--- src/rtl/td4x_core.sv ---
`default_nettype none
// ============================================================================
// Module   : td4x_core
// Summary  : Parametrised TD4-style execution core with a request/acknowledge
//            fetch FSM, run/step/halt control and ADD A,B.
// Revision : 1.0 - initial release
// ============================================================================
module td4x_core #(
  parameter int DATA_W = 4,
  parameter int PC_W   = 4
) (
  input  logic              clk,
  input  logic              rst_n,
  input  logic              run,
  input  logic              step,
  input  logic              resume,
  output logic              imem_req,
  output logic [PC_W-1:0]   imem_addr,
  input  logic              imem_ack,
  input  logic [3:0]        imem_opcode,
  input  logic [DATA_W-1:0] imem_imm,
  input  logic [DATA_W-1:0] io_in,
  output logic [DATA_W-1:0] io_out,
  output logic [DATA_W-1:0] reg_a,
  output logic [DATA_W-1:0] reg_b,
  output logic [PC_W-1:0]   pc,
  output logic              carry,
  output logic              halted
);

  localparam logic [1:0] c_st_idle  = 2'd0;
  localparam logic [1:0] c_st_fetch = 2'd1;
  localparam logic [1:0] c_st_exec  = 2'd2;
  localparam logic [1:0] c_st_halt  = 2'd3;

  localparam logic [3:0] c_op_add_ai = 4'b0000;
  localparam logic [3:0] c_op_add_ab = 4'b0001;
  localparam logic [3:0] c_op_in_a   = 4'b0010;
  localparam logic [3:0] c_op_mov_ab = 4'b0011;
  localparam logic [3:0] c_op_mov_ba = 4'b0100;
  localparam logic [3:0] c_op_add_bi = 4'b0101;
  localparam logic [3:0] c_op_in_b   = 4'b0110;
  localparam logic [3:0] c_op_mov_ai = 4'b0111;
  localparam logic [3:0] c_op_out_b  = 4'b1001;
  localparam logic [3:0] c_op_mov_bi = 4'b1011;
  localparam logic [3:0] c_op_halt   = 4'b1100;
  localparam logic [3:0] c_op_out_i  = 4'b1101;
  localparam logic [3:0] c_op_jnc    = 4'b1110;
  localparam logic [3:0] c_op_jmp    = 4'b1111;

  logic [1:0]        r_state;
  logic [1:0]        w_next_state;
  logic [3:0]        r_ir_op;
  logic [DATA_W-1:0] r_ir_imm;
  logic [DATA_W-1:0] r_a, r_b, r_out;
  logic [PC_W-1:0]   r_pc;
  logic              r_carry;
  logic              w_req, w_halted, w_exec, w_ir_load;
  logic [DATA_W-1:0] w_a_nxt, w_b_nxt, w_out_nxt;
  logic [PC_W-1:0]   w_pc_nxt;
  logic              w_carry_nxt;
  logic [DATA_W:0]   w_sum_ai, w_sum_ab, w_sum_bi;

  always_ff @(posedge clk or negedge rst_n) begin
    if (!rst_n) r_state <= c_st_idle;
    else        r_state <= w_next_state;
  end

  // step is only looked at in IDLE, so pulses elsewhere are dropped, not queued
  always_comb begin
    w_next_state = r_state;
    case (r_state)
      c_st_idle:  if (run || step) w_next_state = c_st_fetch;
      c_st_fetch: if (imem_ack) w_next_state = c_st_exec;
      c_st_exec: begin
        if (r_ir_op == c_op_halt) w_next_state = c_st_halt;
        else if (run)             w_next_state = c_st_fetch;
        else                      w_next_state = c_st_idle;
      end
      c_st_halt:  if (resume) w_next_state = c_st_idle;
      default:    w_next_state = c_st_idle;
    endcase
  end

  always_comb begin
    w_req     = (r_state == c_st_fetch);
    w_halted  = (r_state == c_st_halt);
    w_exec    = (r_state == c_st_exec);
    w_ir_load = w_req && imem_ack;
  end

  assign w_sum_ai = {1'b0, r_a} + {1'b0, r_ir_imm};
  assign w_sum_ab = {1'b0, r_a} + {1'b0, r_b};
  assign w_sum_bi = {1'b0, r_b} + {1'b0, r_ir_imm};

  // Carry defaults to clear: only the three ADD forms can set it
  always_comb begin
    w_a_nxt     = r_a;
    w_b_nxt     = r_b;
    w_out_nxt   = r_out;
    w_carry_nxt = 1'b0;
    w_pc_nxt    = r_pc + PC_W'(1);
    case (r_ir_op)
      c_op_add_ai: {w_carry_nxt, w_a_nxt} = w_sum_ai;
      c_op_add_ab: {w_carry_nxt, w_a_nxt} = w_sum_ab;
      c_op_add_bi: {w_carry_nxt, w_b_nxt} = w_sum_bi;
      c_op_mov_ab: w_a_nxt   = r_b;
      c_op_mov_ba: w_b_nxt   = r_a;
      c_op_in_a:   w_a_nxt   = io_in;
      c_op_in_b:   w_b_nxt   = io_in;
      c_op_mov_ai: w_a_nxt   = r_ir_imm;
      c_op_mov_bi: w_b_nxt   = r_ir_imm;
      c_op_out_b:  w_out_nxt = r_b;
      c_op_out_i:  w_out_nxt = r_ir_imm;
      c_op_jmp:    w_pc_nxt  = r_ir_imm[PC_W-1:0];
      c_op_jnc:    if (!r_carry) w_pc_nxt = r_ir_imm[PC_W-1:0];
      default: ;
    endcase
  end

  always_ff @(posedge clk or negedge rst_n) begin
    if (!rst_n) begin
      r_ir_op  <= '0;
      r_ir_imm <= '0;
    end else if (w_ir_load) begin
      r_ir_op  <= imem_opcode;
      r_ir_imm <= imem_imm;
    end
  end

  always_ff @(posedge clk or negedge rst_n) begin
    if (!rst_n) begin
      r_a     <= '0;
      r_b     <= '0;
      r_out   <= '0;
      r_pc    <= '0;
      r_carry <= 1'b0;
    end else if (w_exec) begin
      r_a     <= w_a_nxt;
      r_b     <= w_b_nxt;
      r_out   <= w_out_nxt;
      r_pc    <= w_pc_nxt;
      r_carry <= w_carry_nxt;
    end
  end

  assign imem_req  = w_req;
  assign imem_addr = r_pc;
  assign io_out    = r_out;
  assign reg_a     = r_a;
  assign reg_b     = r_b;
  assign pc        = r_pc;
  assign carry     = r_carry;
  assign halted    = w_halted;

endmodule
`default_nettype wire

--- config.mk ---
export PLATFORM = sky130hd
export DESIGN_NAME = td4x_core
export DESIGN_NICKNAME = d
export VERILOG_FILES = /design/src/rtl/td4x_core.sv
export SDC_FILE = /design/constraint.sdc
export NUM_CORES = 1
export LEC_CHECK = 0
export CORE_MARGIN = 5
export CORE_UTILIZATION = 30
export CTS_CLUSTER_SIZE = 16
export DETAILED_ROUTE_END_ITERATION = 7
export PLACE_DENSITY = 0.55
export SLEW_MARGIN = 0
export SYNTH_ARGS = -nofsm -noshare
export SYNTH_HDL_FRONTEND = slang
export SYNTH_SLANG_ARGS = --single-unit
--- constraint.sdc ---
create_clock -name clk -period 5.6 [get_ports clk]
set_input_delay 1.12 -clock clk [delete_from_list [all_inputs] [get_ports clk]]
set_output_delay 1.12 -clock clk [all_outputs]
set_load 0.05 [all_outputs]
==> impl_metrics.tcl, run 1 <==
set metrics [dict create \
    outcome "finished, final reports clean" \
    num_antenna_cells 0 \
    fin_util_pct 38.1 \
    htree_levels 1 \
    hold_class "register to register" \
    skew_ns 0.00565 \
    synth_nets 241 \
    worstPathMaxFanout 9 \
    min_path_cells 2 \
    vias 1590 \
    grt_start_max_net_pins 28 \
    postCtsResizedCells 0 \
    cp-end-kind "output pin" \
    route.detailed.drc 0 \
    post-route-min-period_ns 2.92 \
    layout_commonest_cell "clkdlybuf4s50_1" \
    die_x_um 91.5 \
    clk_latency_ns 0.29 \
    yosysSeqAreaShare_pct 33.9 \
    tns_ns 0 \
    numCtsBuffers 3 \
    wl_met3_um 238 \
    cts_sinks 27 \
    slew_headroom_pct 50.5 \
    avgRoutedWirePerCell_um 15.6 \
    drv_slew 0 \
    worst_ep_arrival_time_ns 1.80 \
    grt-ovfl-total 0 \
    worst_pin_slew_ns 0.742 \
    drive_gt1_share_pct 9.62 \
    hold_viol 0 \
    worst_ep_required_time_ns 4.48 \
    dp_cells 312 \
    syn_area_um2 1990 \
    startpoint_type "register" \
    synth_cells 207 \
    place_area_um2 2400 \
    synth_top_cell_area_share_pct 33.9 \
    clock.fmax_mhz 342 \
    hp-start "io_out[1]" \
    die_h_um 91.5 \
    fp.dieArea_um2 8380 \
    period_share_pct 52.2 \
    finalNonFillerCells 316 \
    root_buffer "clkbuf_8" \
    initial_core_util_pct 31.1 \
    postSynth.asyncResetShare_pct 100 \
    io_buffer_count 40 \
    drtIter0Drc 85 \
    yosys_warnings 0 \
    dp_hpwl_um 3640 \
    clk_pin_slew_ns 0.11 \
    rsz0062_at_grt "false" \
    cts_buffer_depth 2 \
    ant_nets 0 \
    synth_cell_types 43 \
    r2r-end "carry" \
    drt_pass1_iterations 4 \
    max-cap-violations 0 \
    ys_ff_latch 27 \
    yosysTopAreaCell "dfrtp_1" \
    grt_pass1_wl_um 8340 \
    holdPathEnd "io_out[1]" \
    ff2ff_setup_slack_ns 3.60 \
    fin_nets 274 \
    holdBufCountCts 0 \
    top_layer "met4" \
    antenna_found_initial 0 \
    layout_common_cells "clkdlybuf4s50_1, dfrtp_1, nor2_1, a21oi_1, o21ai_0" \
    area_growth_pct 22.8 \
    rows 29 \
    syn_avg_cell_area_um2 9.63 \
    worstReg2RegStart "reg_b[0]" \
    worstSetupPathType "register to output pin" \
    cts_tree "built" \
    track_usage_pct 12.1 \
    ff2ff_path_depth 7 \
    setup_viol 0 \
    synth_flop_cell "dfrtp_1" \
    synth_edf_count 0 \
    wl_um 4920 \
    core_area_um2 6420 \
    wl_met2_um 2330 \
    place.gp.congestion 0.827 \
    routedLengthMet1_um 2340 \
    viasPerCell 5.03 \
    first_global_vias 1626 \
    synth.top_cells.by_area "dfrtp_1, ha_1, mux2i_1, mux2_2, a21oi_1" \
    final_area_um2 2450 \
    post_cts_buffers 0 \
    ios 41 \
]
## critical path, cell delays in order (launching register included)
cell and delay [ns]:
dfrtp_1 0.51, and2b_1 0.20, clkdlybuf4s50_1 0.81
## worst max-delay path by stage
stage / endpoint / from / cells after the start / slack [ns]
after CTS: imem_req / r_state[0] / 2 / 2.67
after global routing: imem_req / r_state[0] / 2 / 2.62
final: imem_req / r_state[0] / 2 / 2.68
after global placement: imem_req / r_state[1] / 2 / 3.03
after detailed placement: imem_req / r_state[1] / 2 / 3.02
after floorplan: pc[0] / imem_addr[0] / 1 / 3.52
## through the flow
stage / worst slack (ns) / hold WS (ns)
6_report: 2.68 / 0.489
5_1_grt: 2.62 / 0.535
4_1_cts: 2.67 / 0.499
3_5_place_dp: 3.02 / 0.473
3_3_place_gp: 3.03 / 0.462
2_1_floorplan: 3.52 / 0.540
## cell usage after synthesis (2+ instances only)
cell / n
nand2b_4: 2
nand3_1: 6
nor3_1: 5
xor2_1: 2
xnor2_1: 4
and2b_1: 2
inv_1: 7
a211oi_1: 3
fa_1: 3
o311ai_0: 2
buf_2: 4
o21ai_0: 16
buf_6: 3
mux2_2: 9
nor2_1: 18
ha_1: 13
a21o_1: 5
mux2i_1: 12
a31oi_1: 2
buf_4: 6
a221oi_1: 3
a21oi_1: 18
nand2_1: 13
nor2b_1: 4
dfrtp_1: 27
## routing by layer
metal	global-route usage [%]	up-vias
met1	16.5	737
met4	1.51	0
met5	0	-
met3	2.40	2
met2	20.4	40
li1	-	811
## sequential cells by signal, indices dropped and copies added (netlist names)
signal / count
reg_b: 4
r_state: 2
io_out: 4
imem_addr: 4
carry: 1
reg_a: 4
r_ir_imm: 4
r_ir_op: 4
## final cells by class
| type | count | area (µm²) |
|---|---|---|
| inverter | 7 | 26.3 |
| clock inverter | 1 | 8.76 |
| timing repair buffer | 41 | 408 |
| fill | 653 | 3970 |
| tap | 77 | 96.3 |
| sequential | 27 | 676 |
| clock buffer | 3 | 41.3 |
| multi-input combinational | 160 | 1190 |
## logic make-up after synthesis
| logic type | count (synthesis) | share of synthesized area, % |
|---|---|---|
| AO/OA/AOI/OAI | 59 | 18.6 |
| XOR/XNOR | 6 | 2.63 |
| adder cells (fa/ha/maj) | 16 | 11.2 |
| buffers and inverters | 20 | 6.27 |
| flip-flops | 27 | 33.9 |
| multiplexers | 22 | 12.2 |
| AND/OR/NAND/NOR | 57 | 15.2 |
Power of run 1 is not shown: default switching activity piles up to over one toggle a cycle in this logic, so the estimate is an artifact.
==> inputs of run 2 (changes only) <==
clock period = 3 ns   (was 5.6 ns; I/O delays follow)
==> run 2 against run 1 <==
Compared with the run above:
- first-iteration DRC count unchanged
- largest cell class unchanged
- cell count stayed put
- routed wire length shrank 0.26%
==> impl_metrics.tcl, run 2 (synthesis results as in run 1) <==
set metrics [dict create \
    post-route-min-period_ns 2.38 \
    outcome "finished, final reports clean" \
    period_share_pct 79.4 \
    ff2ff_path_depth 7 \
    worstPathMaxFanout 5 \
    max-cap-violations 0 \
    post_cts_buffers 0 \
    drtIter0Drc 85 \
    grt-ovfl-total 0 \
    holdBufCountCts 0 \
    layout_common_cells "clkdlybuf4s50_1, dfrtp_1, nor2_1, a21oi_1, o21ai_0" \
    initial_core_util_pct 31.1 \
    min_path_cells 2 \
    drt_pass1_iterations 4 \
    fin_nets 274 \
    vias 1615 \
    fillers 634 \
    layout_commonest_cell "clkdlybuf4s50_1" \
    ant_nets 0 \
    area_growth_pct 22.8 \
    first_global_vias 1596 \
    avgRoutedWirePerCell_um 15.5 \
    grt_pass1_wl_um 8310 \
    io_buffer_count 40 \
    die_x_um 91.5 \
    drv_slew 0 \
    numCtsBuffers 3 \
    clk_pin_slew_ns 0.11 \
    route.detailed.drc 0 \
    cts_sinks 27 \
    worst_ep_required_time_ns 2.40 \
    postCtsResizedCells 0 \
    cts_buffer_depth 2 \
    hold_class "register to register" \
    worst_ep_arrival_time_ns 1.78 \
    cts_tree "built" \
    place.gp.congestion 0.815 \
    startpoint_type "register" \
    rows 29 \
    tns_ns 0 \
    num_antenna_cells 0 \
    worstSetupPathType "register to output pin" \
    ios 41 \
    clock.fmax_mhz 420 \
    die_h_um 91.5 \
    setup_viol 0 \
    drive_gt1_share_pct 9.62 \
    wl_um 4910 \
    antenna_found_initial 0 \
    core_area_um2 6420 \
    track_usage_pct 12.3 \
    skew_ns 0.00375 \
    worst_pin_slew_ns 0.715 \
    htree_levels 1 \
    dp_hpwl_um 3660 \
    root_buffer "clkbuf_8" \
    fp.dieArea_um2 8380 \
    viasPerCell 5.11 \
    grt_start_max_net_pins 28 \
    cp-end-kind "output pin" \
    rsz0062_at_grt "false" \
    slew_headroom_pct 52.4 \
    hold_viol 0 \
    clk_latency_ns 0.28 \
]
[run 2: changes by cell type in the layout (fill, tap and decap cells not counted)]
cell / previous run / this run
clkinvlp_4: 0 / 1
inv_6: 1 / 0
[run 2: path summary, 6_finish.rpt]
path | slack, ns | from | end
max | 0.62 | r_state[1] | imem_req
min | 0.49 | io_out[1] | io_out[1]
max reg2reg | 1.00 | reg_b[0] | carry
min reg2reg | 0.49 | io_out[1] | io_out[1]
max in group asynchronous | 2.06 | rst_n | reg_a[3]
min in group asynchronous | 0.68 | rst_n | reg_b[3]
[run 2: metrics by stage]
step	cell area [µm²]	hold slack, ns	std cells	setup slack [ns]	utilization (%)
global route	2450	0.516	316	0.533	38.1
finish	2450	0.489	316	0.619	38.1
floorplan	1990	0.304	207	0.950	-
detailed placement	2400	0.474	312	0.936	37.4
CTS	2450	0.500	316	0.599	38.1
global placement	2400	0.463	312	0.946	37.4
[run 2: metal layers]
layer	routed length (µm)	track usage, %
met5	0	0
met2	2280	20.1
met3	196	2.64
met1	2410	17.0
met4	17	1.51
[run 2: cell type report]
cell class / count / area [µm²] / area share (%)
Sequential cell: 27 / 676 / 27.6
Clock inverter: 1 / 7.51 / 0.307
Clock buffer: 3 / 41.3 / 1.69
Multi-Input combinational cell: 160 / 1190 / 48.7
Inverter: 7 / 26.3 / 1.07
Tap cell: 77 / 96.3 / 3.93
Timing Repair Buffer: 41 / 408 / 16.7
[run 2: worst max-delay path: stages, from the launching register on]
cell and delay, ns:
dfrtp_1 0.45, and2b_1 0.24, clkdlybuf4s50_1 0.81
Power of run 2 is left out for the same reason.
==> inputs of run 3 (changes only) <==
PLACE_DENSITY = 0.56   (was 0.55)
clock period = 2 ns   (was 3 ns; I/O delays follow)
==> run 3 against run 2 <==
Compared with the run above:
- first-iteration DRC count fell by 2.4%
- final area increased by 2.6%
- flip-flop and latch count unchanged
- routed wire length rose by 5.0%
- register-to-register slack worse by 0.93 ns
- die area is the same
- via count up 4.0%
- critical path type is now register to register
- hold slack lost 0.0042 ns
- critical path depth is 6 higher
- worst setup slack got worse by 0.55 ns
==> impl_metrics.tcl, run 3 (synthesis results as in run 1) <==
set metrics [dict create \
    slew_headroom_pct 66.7 \
    dp_hpwl_um 3970 \
    worstSetupPathType "register to register" \
    worst_ep_arrival_time_ns 2.11 \
    post-route-min-period_ns 1.93 \
    grt_start_max_net_pins 28 \
    fp.dieArea_um2 8380 \
    worstReg2RegStart "reg_b[0]" \
    avgRoutedWirePerCell_um 15.8 \
    drive_gt1_share_pct 22.4 \
    startpoint "reg_b[0]" \
    grt-ovfl-total 0 \
    clk_latency_ns 0.29 \
    skew_ns 0.00588 \
    ios 41 \
    drv_slew 0 \
    min_path_cells 2 \
    cts_sinks 27 \
    first_global_vias 1777 \
    drtIter0Drc 83 \
    io_buffer_count 40 \
    cp-end-kind "register" \
    drt_pass1_iterations 4 \
    finalNonFillerCells 327 \
    layout_common_cells "buf_4, dfrtp_1, clkdlybuf4s50_1" \
    place.gp.congestion 0.850 \
    track_usage_pct 12.9 \
    fin_nets 285 \
    worst_ep_required_time_ns 2.18 \
    die_h_um 91.5 \
    die_x_um 91.5 \
    setup_viol 0 \
    ant_nets 0 \
    startpoint_type "register" \
    worst_pin_slew_ns 0.498 \
    worstPathMaxFanout 3 \
    grt_pass1_wl_um 8850 \
    route.detailed.drc 0 \
    core_area_um2 6420 \
    vias 1679 \
    area_growth_pct 26.0 \
    rows 29 \
    max-cap-violations 0 \
    cts_tree "built" \
    hp-start "io_out[1]" \
    htree_levels 1 \
    period_share_pct 96.7 \
    antenna_found_initial 0 \
    num_antenna_cells 0 \
    layout_commonest_cell "buf_4" \
    hold_class "register to register" \
    root_buffer "clkbuf_8" \
    cts_buffer_depth 2 \
    ff2ff_path_depth 8 \
    viasPerCell 5.13 \
    clock.fmax_mhz 517 \
    outcome "finished, final reports clean" \
    numCtsBuffers 3 \
    hold_viol 0 \
    dp_cells 320 \
    wl_um 5150 \
    initial_core_util_pct 31.1 \
    clk_pin_slew_ns 0.11 \
]
run 3: timing repair:
item,4_1_cts,5_1_grt
hold buffers,0,0
endpoints found under the setup margin,0,1
setup buffers,0,3
gates resized for setup,0,3
run 3: worst max-delay path, stage by stage (launching register included):
cell and delay [ns]:
dfrtp_2 0.44, buf_4 0.15, ha_1 0.22, fa_1 0.40
a21o_1 0.19, a21oi_1 0.15, nor3_1 0.06, a21oi_1 0.12
o21ai_0 0.08
run 3: through the flow:
| stage | util, % | TNS [ns] | setup WS [ns] | area (µm²) | hold slack (ns) |
|---|---|---|---|---|---|
| after floorplan | - | 0 | 0.0264 | 2000 | 0.104 |
| after global placement | 37.9 | 0 | 0.121 | 2430 | 0.468 |
| after detailed placement | 37.9 | 0 | 0.0798 | 2430 | 0.470 |
| after CTS | 38.7 | 0 | 0.0639 | 2480 | 0.495 |
| after global routing | 39.1 | -0.00188 | -0.00188 | 2510 | 0.525 |
| final | 39.1 | 0 | 0.0663 | 2510 | 0.485 |
run 3: path summary, 6_finish.rpt:
path	to	slack (ns)
setup reg to reg	carry	0.07
min in group asynchronous	r_ir_op[1]	0.49
hold reg to reg	io_out[1]	0.48
setup / recovery	carry	0.07
max in group asynchronous	r_ir_imm[1]	1.22
hold / removal	io_out[1]	0.48
run 3: area by class of cell:
cell class,instances,area [µm²]
Multi-Input combinational cell,160,1200
Clock buffer,3,41.3
Fill cell,666,3910
Sequential cell,27,681
Inverter,7,26.3
Clock inverter,1,8.76
Tap cell,77,96.3
Timing Repair Buffer,52,460
run 3: metal layers:
metal  track usage, %  up-vias  share of wire, %
met3             2.89        4               5.0
met5                0        -                 0
met2             20.6       35                46
met4             3.02        0              0.85
met1             17.8      806                48
li1                 -      834                 -
Power of run 3 is left out for the same reason.
